[src/rtl/uart_rx_unit_if.sv]
// Receive-side handshake bundle between uart_rx_unit (master) and its consumer (slave).
// parity_err is present only when UART_RX_PARITY_EN is defined.
interface uart_rx_unit_if #(parameter int DBIT = 8);
  logic            rd_uart;
  logic [DBIT-1:0] r_data;
  logic            rx_empty;
  logic            rx_done_tick;
  logic            frame_err;
  logic            overrun;
  logic            busy;
`ifdef UART_RX_PARITY_EN
  logic            parity_err;
`endif

  modport master (
    input  rd_uart,
    output r_data, rx_empty, rx_done_tick, frame_err, overrun, busy
`ifdef UART_RX_PARITY_EN
    , output parity_err
`endif
  );

  modport slave (
    output rd_uart,
    input  r_data, rx_empty, rx_done_tick, frame_err, overrun, busy
`ifdef UART_RX_PARITY_EN
    , input parity_err
`endif
  );
endinterface

[src/rtl/uart_rx_unit.sv]
// 16x oversampled 8N1 UART receiver with a one-entry holding register.
// Define UART_RX_PARITY_EN to add an even-parity bit and the parity_err flag.
//
// state  | meaning
// IDLE   | line idle; arms once rx_s is seen high, leaves on a low rx_s
// START  | counting to mid start bit; high there means glitch
// DATA   | sampling DBIT data bits, LSB first, every 16 ticks
// PARITY | sampling the even-parity bit (UART_RX_PARITY_EN only)
// STOP   | waiting SB_TICK ticks, then judging the stop bit
module uart_rx_unit #(
  parameter int DBIT    = 8,
  parameter int SB_TICK = 16
) (
  input  logic clk,
  input  logic reset,
  input  logic s_tick,
  input  logic rx,
  uart_rx_unit_if.master bus
);
  localparam int NW = (DBIT > 1) ? $clog2(DBIT) : 1;

`ifdef UART_RX_PARITY_EN
  typedef enum logic [2:0] {IDLE, START, DATA, PARITY, STOP} state_t;
`else
  typedef enum logic [1:0] {IDLE, START, DATA, STOP} state_t;
`endif

  state_t          state, state_n;
  logic            rx_m, rx_s;
  logic [3:0]      s_cnt, s_cnt_n;
  logic [NW-1:0]   n_cnt, n_cnt_n;
  logic [DBIT-1:0] b_reg, b_reg_n;
  logic            armed, armed_n;
  logic            done, stop_ok, good, load, ov_set;
  logic [DBIT-1:0] r_data_q;
  logic            rx_empty_q, frame_err_q, overrun_q;
`ifdef UART_RX_PARITY_EN
  logic            par_bad, par_bad_n, parity_err_q;
  assign good = ~par_bad;
`else
  assign good = 1'b1;
`endif

  always_comb begin
    state_n = state;
    s_cnt_n = s_cnt;
    n_cnt_n = n_cnt;
    b_reg_n = b_reg;
    armed_n = armed;
    done    = 1'b0;
    stop_ok = 1'b0;
`ifdef UART_RX_PARITY_EN
    par_bad_n = par_bad;
`endif
    case (state)
      IDLE: begin
        // a break leaves the line low on return; wait for it to go high first
        if (rx_s) armed_n = 1'b1;
        else if (armed) begin
          state_n = START;
          s_cnt_n = 4'd0;
        end
      end
      START: if (s_tick) begin
        if (s_cnt == 4'd7) begin
          if (!rx_s) begin
            state_n = DATA;
            s_cnt_n = 4'd0;
            n_cnt_n = '0;
          end else state_n = IDLE;
        end else s_cnt_n = s_cnt + 4'd1;
      end
      DATA: if (s_tick) begin
        if (s_cnt == 4'd15) begin
          b_reg_n = {rx_s, b_reg[DBIT-1:1]};
          s_cnt_n = 4'd0;
          if (n_cnt == NW'(DBIT-1)) begin
`ifdef UART_RX_PARITY_EN
            state_n = PARITY;
`else
            state_n = STOP;
`endif
          end else n_cnt_n = n_cnt + 1'b1;
        end else s_cnt_n = s_cnt + 4'd1;
      end
`ifdef UART_RX_PARITY_EN
      PARITY: if (s_tick) begin
        if (s_cnt == 4'd15) begin
          par_bad_n = ^{rx_s, b_reg};
          state_n   = STOP;
          s_cnt_n   = 4'd0;
        end else s_cnt_n = s_cnt + 4'd1;
      end
`endif
      STOP: if (s_tick) begin
        if (s_cnt == 4'(SB_TICK-1)) begin
          state_n = IDLE;
          done    = 1'b1;
          stop_ok = rx_s;
          armed_n = rx_s;
        end else s_cnt_n = s_cnt + 4'd1;
      end
      default: state_n = IDLE;
    endcase
  end

  assign load   = done & stop_ok & good;
  assign ov_set = load & ~rx_empty_q & ~bus.rd_uart;

  always_ff @(posedge clk) begin
    if (reset) begin
      rx_m        <= 1'b1;
      rx_s        <= 1'b1;
      state       <= IDLE;
      s_cnt       <= '0;
      n_cnt       <= '0;
      b_reg       <= '0;
      armed       <= 1'b0;
      r_data_q    <= '0;
      rx_empty_q  <= 1'b1;
      frame_err_q <= 1'b0;
      overrun_q   <= 1'b0;
`ifdef UART_RX_PARITY_EN
      par_bad      <= 1'b0;
      parity_err_q <= 1'b0;
`endif
    end else begin
      rx_m  <= rx;
      rx_s  <= rx_m;
      state <= state_n;
      s_cnt <= s_cnt_n;
      n_cnt <= n_cnt_n;
      b_reg <= b_reg_n;
      armed <= armed_n;
      if (load) begin
        r_data_q   <= b_reg;
        rx_empty_q <= 1'b0;
      end else if (bus.rd_uart) rx_empty_q <= 1'b1;
      // sticky flags: a set in the same clk as rd_uart wins
      frame_err_q <= (done & ~stop_ok) | (frame_err_q & ~bus.rd_uart);
      overrun_q   <= ov_set | (overrun_q & ~bus.rd_uart);
`ifdef UART_RX_PARITY_EN
      par_bad      <= par_bad_n;
      parity_err_q <= (done & par_bad) | (parity_err_q & ~bus.rd_uart);
`endif
    end
  end

  assign bus.r_data       = r_data_q;
  assign bus.rx_empty     = rx_empty_q;
  assign bus.rx_done_tick = done;
  assign bus.frame_err    = frame_err_q;
  assign bus.overrun      = overrun_q;
  assign bus.busy         = (state != IDLE);
`ifdef UART_RX_PARITY_EN
  assign bus.parity_err   = parity_err_q;
`endif
endmodule

[src/flat_wrapper.sv]
// flat-port wrapper written by rule: the top's interface ports become plain ports
module uart_rx_unit_flat 
#(
  parameter int DBIT    = 8,
  parameter int SB_TICK = 16
)
  (clk, reset, s_tick, rx, bus_rd_uart, bus_r_data, bus_rx_empty, bus_rx_done_tick, bus_frame_err, bus_overrun, bus_busy);
  uart_rx_unit_if #(.DBIT(DBIT)) bus_i ();
  input  logic clk;
  input  logic reset;
  input  logic s_tick;
  input  logic rx;
  input wire logic [$bits(bus_i.rd_uart)-1:0] bus_rd_uart;
  output wire logic [$bits(bus_i.r_data)-1:0] bus_r_data;
  output wire logic [$bits(bus_i.rx_empty)-1:0] bus_rx_empty;
  output wire logic [$bits(bus_i.rx_done_tick)-1:0] bus_rx_done_tick;
  output wire logic [$bits(bus_i.frame_err)-1:0] bus_frame_err;
  output wire logic [$bits(bus_i.overrun)-1:0] bus_overrun;
  output wire logic [$bits(bus_i.busy)-1:0] bus_busy;
  assign bus_i.rd_uart = bus_rd_uart;
  assign bus_r_data = bus_i.r_data;
  assign bus_rx_empty = bus_i.rx_empty;
  assign bus_rx_done_tick = bus_i.rx_done_tick;
  assign bus_frame_err = bus_i.frame_err;
  assign bus_overrun = bus_i.overrun;
  assign bus_busy = bus_i.busy;
  uart_rx_unit #(.DBIT(DBIT), .SB_TICK(SB_TICK)) u_core (.clk(clk), .reset(reset), .s_tick(s_tick), .rx(rx), .bus(bus_i));
endmodule
[config.mk]
export PLATFORM = sky130hd
export DESIGN_NAME = uart_rx_unit_flat
export DESIGN_NICKNAME = d
export VERILOG_FILES = /design/src/rtl/uart_rx_unit_if.sv /design/src/rtl/uart_rx_unit.sv /design/src/flat_wrapper.sv
export SDC_FILE = /design/constraint.sdc
export NUM_CORES = 1
export LEC_CHECK = 0
export ABC_CLOCK_PERIOD_IN_PS = 1550
export CORE_MARGIN = 1.5
export CORE_UTILIZATION = 30
export DETAILED_ROUTE_END_ITERATION = 12
export SYNTH_ARGS = -nofsm -noshare
export SYNTH_HDL_FRONTEND = slang
export SYNTH_SLANG_ARGS = --single-unit
[constraint.sdc]
create_clock -name clk -period 1.55 [get_ports clk]
set_input_delay 0.465 -clock clk [delete_from_list [all_inputs] [get_ports clk]]
set_output_delay 0.465 -clock clk [all_outputs]
set_load 0.005 [all_outputs]
==> flow_summary.json <==
{
  "synthSimpleGateAreaFrac_pct": 22.86,
  "wire_per_inst_um": 13.04,
  "maxSlewViolCount": 0,
  "fillers": 424,
  "arrival_ps": 1190,
  "p_leak_nw": 0.8578,
  "p_total_w": 0.001725,
  "dp_cells": 249,
  "syn-num-nets": 164,
  "initial_core_util_pct": 31.49,
  "worstSetupEndpointType": "output pin",
  "power.density_mw_per_mm2": 820.2,
  "start_kind": "register",
  "syn_inst": 156,
  "cts_sinks": 31,
  "hold_buffers": 0,
  "seq_area_um2": 635.6,
  "hpwl_um": 2299,
  "fin_util_pct": 47.65,
  "die_area_mm2": 0.005051,
  "setup_viol": 5,
  "fp-row-count": 24,
  "cts_buffers": 5,
  "syn2layout_area_growth_pct": 51.31,
  "async_flop_share_pct": 0,
  "syn_area_mm2": 0.001390,
  "drcViolationCount": 0,
  "cts-root-buf": "clkbuf_8",
  "max_freq_mhz": 603.0,
  "ys_ff_latch": 31,
  "ys_top_cells_by_area": "dfxtp_1 45%, mux2i_1 6.5%, a21oi_1 6.1%, o21ai_0 4.3%, nand2_1 4.1%",
  "synth_top_area_share_pct": 44.64,
  "multi_input_area_um2": 794.5,
  "dr.pass1.iters": 6,
  "track_usage_pct": 14.48,
  "synth-xor-area-share_pct": 0,
  "final.min_clock_period_ps": 1658,
  "layout-drive-gt1-share_pct": 39.15,
  "place_congestion": 0.8704,
  "grt_overflow": 0,
  "synth.avg_cell_area_um2": 8.911,
  "slowest_stage": "dfxtp_2",
  "grt_max_degree": 22,
  "use_met2_pct": 23.16,
  "synth.largest_area_cell": "dfxtp_1",
  "synth_edf_count": 0,
  "ios": 18,
  "dp_slack_ps": -714.0,
  "drv_cap": 0,
  "cp_cell_sequence": "ha_4 > and3_4 > nand2_4 > clkinv_4 > buf_6",
  "crit_buf_inv": 2,
  "peakVddDrop_uv": 502.8,
  "grt_first_pass_wirelength_um": 5796,
  "ys_warn_count": 0,
  "worstHoldPathType": "register to register",
  "routed_via_density": 4.951,
  "clock_skew_ps": 5.890,
  "synth_ff_type": "dfxtp_1",
  "mostFrequentLayoutCell": "buf_4",
  "clk-insertion-delay-late_ps": 280,
  "antenna_found_initial": 0,
  "synth_compound_area_share_pct": 17.64,
  "grt_pass1_vias": 1250,
  "synth_top_family_by_area": "simple AND/OR/NAND/NOR gates",
  "rsz0062_at_grt": "yes",
  "synth_adder_area_share_pct": 2.700,
  "grt_util_met3_pct": 3.419,
  "required_ps": 1080,
  "fp.dieW_um": 71.07,
  "drtIter0Drc": 81,
  "gr-usage-met1_pct": 18.85,
  "slowest_delay_ps": 340,
  "dieHeight_um": 71.07,
  "clockBufferDepth": 2,
  "layout_common_cells": "34 x buf_4, 21 x dfxtp_1, 15 x a21oi_1",
  "antenna_cells": 0,
  "ys_seq_area_share_pct": 44.64,
  "busiest_layer": "met2",
  "path_clk_slew_ps": 70,
  "cp_top_family": "flip-flops",
  "vias": 1307,
  "slew-limit-headroom_pct": 81.91,
  "cts_tree": "yes",
  "synth.distinct_cells": 39,
  "fin_crit_sh_pct": 107.0,
  "final_cells": 264,
  "core_area_mm2": 0.004414,
  "wl_um": 3442,
  "tns_ps": -295.3,
  "crit_fanout": 2,
  "finalHoldViolCount": 0,
  "finalWorstSetupSlack_ps": -108.3,
  "crit_type": "register to output pin",
  "fin_nets": 219,
  "numPortBuffers": 17,
  "h-tree-depth": 2,
  "status": "finished with violations",
  "synthMuxAreaShare_pct": 7.561,
  "postRouteAntennaNets": 0,
  "violations": "negative setup slack",
  "worst_pin_slew_ps": 270.5
}
[synth_stat cells, types with 3 or more instances]
cell and count:
ha_1 3, inv_1 4, clkbuf_1 4, nand2_1 15
or2_2 3, o21ai_0 12, nor2_1 11, dfxtp_1 31
nand3_1 11, and3_1 3, mux2i_1 9, nor3_1 3
a21oi_1 17
[where the power goes]
part | internal [W] | total (W) | switching, W
Combinational | 0.0000466 | 0.0000897 | 0.0000432
Clock | 0.000520 | 0.000832 | 0.000312
Sequential | 0.000800 | 0.000804 | 0.00000370
Total | 0.00137 | 0.00173 | 0.000359
[routing by layer]
metal	wire, um	up-vias
li1	-	666
met1	1702	622
met2	1608	15
met3	81	4
met4	49	0
met5	0	-
[cell families (layout without fill, tap and decap cells)]
kind of cell / count (synthesis) / in the layout
and+or+nand+nor: 60 / 60
AOI/OAI and AO/OA: 40 / 40
DFF: 31 / 31
buffers and inverters: 12 / 68
muxes: 10 / 10
adders and majority gates: 3 / 3
[worst paths after layout]
path | startpoint | to | slack, ps | cells past startpoint
worst min register to register | u_core.rx_m$_SDFF_PP1_ | u_core.rx_s$_SDFF_PP1_ | 420 | 1
worst max register to register | u_core.n_cnt[0]$_SDFFE_PP0P_ | u_core.n_cnt[0]$_SDFFE_PP0P_ | -100 | 6
worst max-delay path | u_core.s_cnt[1]$_SDFFE_PP0P_ | bus_rx_done_tick | -110 | 5
worst min-delay path | u_core.rx_m$_SDFF_PP1_ | u_core.rx_s$_SDFF_PP1_ | 420 | 1
[stage by stage]
stage / hold WS [ps] / area [um2]
2_1_floorplan: 389.5 / 1399
3_3_place_gp: 397.9 / 1834
3_5_place_dp: 409.8 / 1834
4_1_cts: 430.7 / 2074
5_1_grt: 452.7 / 2103
6_report: 418.5 / 2103
[repair_timing]
action | in CTS | in global routing
setup endpoints to repair | 28 | 18
endpoints found under the hold margin | 0 | 0
pin swaps | 11 | 3
buffers inserted | 8 | 0
gates resized for setup | 44 | 13
[area by class of cell]
type,instances,share of cell area (%)
multi-input combinational,113,37.78
sequential,31,30.22
timing repair buffer,55,22.19
clock buffer,6,3.926
tap,52,3.093
clock inverter,2,1.666
inverter,5,1.130
No activity file was read; power rests on OpenSTA's default activity.
==> edit 1 (same flow settings) <==
`DBIT` is set to 8 in 3 places; all go to 16.
--- a/src/rtl/uart_rx_unit_if.sv
+++ b/src/rtl/uart_rx_unit_if.sv
@@ -1,6 +1,6 @@
 // Receive-side handshake bundle between uart_rx_unit (master) and its consumer (slave).
 // parity_err is present only when UART_RX_PARITY_EN is defined.
-interface uart_rx_unit_if #(parameter int DBIT = 8);
+interface uart_rx_unit_if #(parameter int DBIT = 16);
   logic            rd_uart;
   logic [DBIT-1:0] r_data;
   logic            rx_empty;
--- a/src/rtl/uart_rx_unit.sv
+++ b/src/rtl/uart_rx_unit.sv
@@ -8,7 +8,7 @@
 // PARITY | sampling the even-parity bit (UART_RX_PARITY_EN only)
 // STOP   | waiting SB_TICK ticks, then judging the stop bit
 module uart_rx_unit #(
-  parameter int DBIT    = 8,
+  parameter int DBIT    = 16,
   parameter int SB_TICK = 16
 ) (
   input  logic clk,
--- a/src/flat_wrapper.sv
+++ b/src/flat_wrapper.sv
@@ -1,7 +1,7 @@
 // flat-port wrapper written by rule: the top's interface ports become plain ports
 module uart_rx_unit_flat 
 #(
-  parameter int DBIT    = 8,
+  parameter int DBIT    = 16,
   parameter int SB_TICK = 16
 )
   (clk, reset, s_tick, rx, bus_rd_uart, bus_r_data, bus_rx_empty, bus_rx_done_tick, bus_frame_err, bus_overrun, bus_busy);
Ports: changed (resized bus_r_data); port bits go from 18 to 26. No check against the original RTL was run, so the function may have changed too.
==> edit 1 against the original RTL <==
- the flow still finishes with violations (setup timing)
- sequential cell count rose by 17
- final area rose by 34%
- worst setup slack got worse by 0.0020 ns
- critical path depth did not move
- die area rose by 40%
- total power rose by 20%
- synthesized area rose by 42%
- wire length rose by 35%
- critical endpoint unchanged
- largest cell class unchanged
==> edit 1: results (changes against the original RTL) <==
CTS
  – Worst skew pair latency: 0.30 ns (+0.02 ns)
  – CTS root buf: clkbuf_8

Placed design
  – Area after DPL: 2510 sq um (+37%)
  – Detail Placement HPWL: 3240 microns (+41%)
  – GPL Wtd Cong: 0.844 (-3.1%)
  – Worst slack, placed: -0.764 ns (-0.0497 ns)
  – Port Buf Inserts: 25 (+8)
  – Placed cells: 363 (+46%)

Timing
  – TNS Setup: -0.300 ns (-0.00512 ns)
  – Slew Limit Fails: 0 (unchanged)
  – Max_slew headroom: 67.4% (-15 points)
  – Final setup vio count: 5 (unchanged)
  – Clock skew: 0.00911 ns (+0.00322 ns)
  – Setup ws final: -0.110 ns (-0.00198 ns)

Pwr
  – Pleak: 1.14 nW (+33%)
  – Worst vdd ir: 0.373 mV (-26%)

Global route
  – GRT Util Overall: 13.7% (-0.74 points)
  – Antenna violations before repair: 0 (unchanged)
  – Met1 Use GR: 18.5% (-0.40 points)
  – Pin count of the biggest net entering global routing: 22 (unchanged)
  – Vias in the first global route: 1757 (+41%)
  – Met2 Track Usage GR: 22.0% (-1.2 points)
  – First-pass GRT wire length: 8040 microns (+39%)
  – Met3 Use GR: 2.16% (-1.3 points)

Synth
  – Synth top cells by count: nand2_1, dfxtp_1, a21oi_1
  – Area contributors post-synth: dfxtp_1, nand2_1, a21oi_1
  – Sequential fraction of the synthesis area: 48.5% (+3.9 points)
  – Post-synth net total: 252 (+54%)
  – Yosys cell types: 41 (+5.1%)
  – Syn Area/Cell: 8.08 sq um (-9.3%)

Cells and area
  – Layout net count: 312 (+42%)
  – Share of cells above drive strength 1: 32.8% (-6.4 points)
  – Ant. Diodes: 0 (unchanged)
  – Layout fillers: 633 (+49%)

Drt
  – Met2 wire len: 2120 microns (+32%)
  – M1 WL: 2300 microns (+35%)
  – 1st-iter DRT viols: 156 (+93%)
  – Drt wl/cell: 12.2 microns (-6.5%)
  – DR vias: 1876 (+44%)
  – DRT Pass-1 Iters: 4 (-2)
  – WL met3: 155 microns (+91%)
  – Vias/cell: 4.91 (-0.80%)

Worst setup path
  – Crit-path slowest cell: dfxtp_2
  – Slowest stage delay, CP: 0.36 ns (+0.02 ns)
  – Arr. time, crit path: about 1.2 ns

Run status
  – Failing checks: setup timing
  – Status: finished with violations

Worst hold path
  – HP Class: reg2reg
==> edit 1: kinds of logic (layout without fill, tap and decap cells) <==
kind of cell             Yosys count  in the layout  share of synthesized area (%)
AND/OR/NAND/NOR                  105            105                           24.5
adder cells (fa/ha/maj)            2              2                           1.26
AO/OA/AOI/OAI                     65             65                           20.2
buffers and inverters             25             85                           5.50
flip-flops                        48             48                           48.5
==> edit 1: report_power, final <==
part | internal, mW | switching (mW) | leakage (nW)
Clock | 0.356 | 0.407 | 0.0473
Combinational | 0.0330 | 0.0389 | 0.692
Sequential | 1.24 | 0.00469 | 0.398
Total | 1.62 | 0.451 | 1.14
==> edit 1: worst paths after layout <==
path / to / slack, ns / cells past startpoint
setup / recovery: bus_rx_done_tick / -0.11 / 5
hold / removal: u_core.rx_s / 0.42 / 1
setup reg to reg: u_core.s_cnt[0] / -0.06 / 7
hold reg to reg: u_core.rx_s / 0.42 / 1
==> edit 1: worst max-delay path, delay by kind of cell (launching register included) <==
| family | cells | cell delay [ns] |
|---|---|---|
| and+or+nand+nor | 2 | 0.25 |
| DFF | 1 | 0.36 |
| buffers and inverters | 2 | 0.15 |
| adders and majority gates | 1 | 0.14 |
==> edit 1: final cells by class <==
| cell class | count | area (sq um) | share of cell area [%] |
|---|---|---|---|
| multi-input cells | 172 | 1020 | 36.1 |
| inverters | 8 | 30.0 | 1.06 |
| clock inverters | 1 | 8.76 | 0.310 |
| repair buffers | 70 | 602 | 21.3 |
| well taps | 77 | 96.3 | 3.41 |
| flip-flops and latches | 48 | 988 | 35.0 |
| clock buffers | 6 | 82.6 | 2.92 |
==> edit 1: timing repair <==
action | in CTS | in global routing
gates resized for setup | 77 | 6
gates cloned | 0 | 0
buffers inserted | 13 | 0
endpoints found under the setup margin | 62 | 30
pin swaps | 14 | 7
==> edit 2 (same flow settings) <==
Made on the original files. Add an input register stage for `rx`; this delays it by one clock. The other inputs are not delayed to match.
--- a/src/rtl/uart_rx_unit.sv
+++ b/src/rtl/uart_rx_unit.sv
@@ -18,6 +18,12 @@
   uart_rx_unit_if.master bus
 );
   localparam int NW = (DBIT > 1) ? $clog2(DBIT) : 1;
+
+  logic rx_q;
+
+  always_ff @(posedge clk) begin
+    rx_q <= rx;
+  end
 
 `ifdef UART_RX_PARITY_EN
   typedef enum logic [2:0] {IDLE, START, DATA, PARITY, STOP} state_t;
@@ -125,7 +131,7 @@
       parity_err_q <= 1'b0;
 `endif
     end else begin
-      rx_m  <= rx;
+      rx_m  <= rx_q;
       rx_s  <= rx_m;
       state <= state_n;
       s_cnt <= s_cnt_n;
Formal check against the unedited RTL: not equivalent (Yosys sat finds a counterexample within 4 cycles, from zero or initial values and one cycle with reset high).
==> edit 2 against the original RTL <==
- the run still ends with setup timing left
- utilization fell by 1.6 points
- synthesized area increased by 5.0%
- worst setup slack got worse by 0.061 ns
- clock skew is 0.00068 ns higher
- sequential cell count is 1 higher
- total power increased by 0.74%
- non-clock buffer count fell by 5
- count of clock-buffer cells in the layout shrank 1
- cell count is 3.0% lower
- sequential power increased by 3.6%
- register-to-register slack worse by 0.07 ns
- final area is 2.7% higher
- wire length fell by 9.1%
- critical endpoint is now u_core.n_cnt[0]
- largest power group is now sequential cells
- highest routed layer unchanged
==> edit 2: results (changes against the original RTL) <==
Pwr
  – NetSw: 0.379 mW (+5.7%)
  – Internal Pwr Total: 1.36 mW (-0.56%)
  – Worst vdd ir: 0.466 mV (-7.3%)

Timing
  – Setup ws final: -0.169 ns (-0.0611 ns)
  – Final setup vio count: 7 (+2)

Placed design
  – Area after DPL: 1920 sq um (+4.8%)
  – GPL Wtd Cong: 0.787 (-9.6%)
  – Detail Placement HPWL: 2200 microns (-4.4%)
  – Placed cells: 243 (-2.4%)

Run status
  – Status: finished with violations
  – Failing checks: setup timing

Worst setup path
  – Slowest stage delay, CP: 0.47 ns (+0.13 ns)
  – CP top delay family: simple AND/OR/NAND/NOR gates
  – Arr. time, crit path: 1.93 ns (+0.74 ns)
  – Peak fanout along the critical path: 6 (+4)

Synth
  – Yosys cell types: 43 (+10%)
  – Synth top cells by count: dfxtp_1, nor2_1, a21oi_1, nand2_1, nand3_1
  – Syn Area/Cell: 9.41 sq um (+5.6%)
  – Sequential fraction of the synthesis area: 43.9% (-0.73 points)
  – Post-synth net total: 163 (-0.61%)

Global route
  – Pin count of the biggest net entering global routing: 12 (-45%)
  – Vias in the first global route: 1133 (-9.4%)
  – First-pass GRT wire length: 5150 microns (-11%)

Drt
  – Drt wl/cell: 12.2 microns (-6.3%)
  – DRT Pass-1 Iters: 4 (-2)
  – Vias/cell: 4.89 (-1.2%)

Cells and area
  – Layout fillers: 434 (+2.4%)
[edit 2: layer usage]
metal / GRT usage (%) / part of all wire (%) / up-vias
met2: 19.5 / 45 / 17
met5: 0 / 0 / -
met4: 5.03 / 1.6 / 0
met1: 16.9 / 51 / 582
met3: 3.31 / 2.6 / 7
li1: - / - / 646
[edit 2: per-stage QoR]
step	TNS [ns]	setup WS, ns
finish	-0.618	-0.169
floorplan	-0.208	-0.0842
detailed placement	-11.85	-0.738
CTS	-0.665	-0.170
global route	-0.978	-0.225
global placement	-11.70	-0.731
[edit 2: power by group through the flow]
stage | logic (mW) | clock network [mW] | registers, mW
5_1_grt | 0.106 | 0.860 | 0.833
3_5_place_dp | 0.0926 | 0 | 0.851
3_3_place_gp | 0.0926 | 0 | 0.851
4_1_cts | 0.0951 | 0.823 | 0.832
6_report | 0.0984 | 0.807 | 0.833
2_1_floorplan | 0.0395 | 0 | 0.852
[edit 2: path summary, 6_finish.rpt]
check               endpoint  slack [ns]  depth (start not counted)
max reg2reg  u_core.n_cnt[0]       -0.17                          6
max          u_core.n_cnt[0]       -0.17                          6
min reg2reg      u_core.rx_m        0.41                          1
min              u_core.rx_m        0.41                          1
[edit 2: repair_timing]
action	4_1_cts	5_1_grt
pin swaps	6	5
setup endpoints to repair	36	20
hold endpoints to repair	0	0
resized for setup	36	12
setup buffers	4	1
[edit 2: cell families after synthesis]
logic type	after synthesis	share of synthesized area, %
AND/OR/NAND/NOR	66	28.0
adder cells (fa/ha/maj)	3	2.57
XOR/XNOR	1	0.600
AO/OA/AOI/OAI	29	13.8
multiplexers	8	5.49
buffers and inverters	16	5.57
flip-flops	32	43.9
[edit 2: cell type report]
type	instances	area [sq um]	share of cell area, %
Clock buffer	5	68.8	3.19
Sequential cell	32	652	30.2
Multi-Input combinational cell	107	860	39.8
Tap cell	54	67.6	3.13
Timing Repair Buffer	50	450	20.9
Clock inverter	3	42.5	1.97
Inverter	5	18.8	0.869
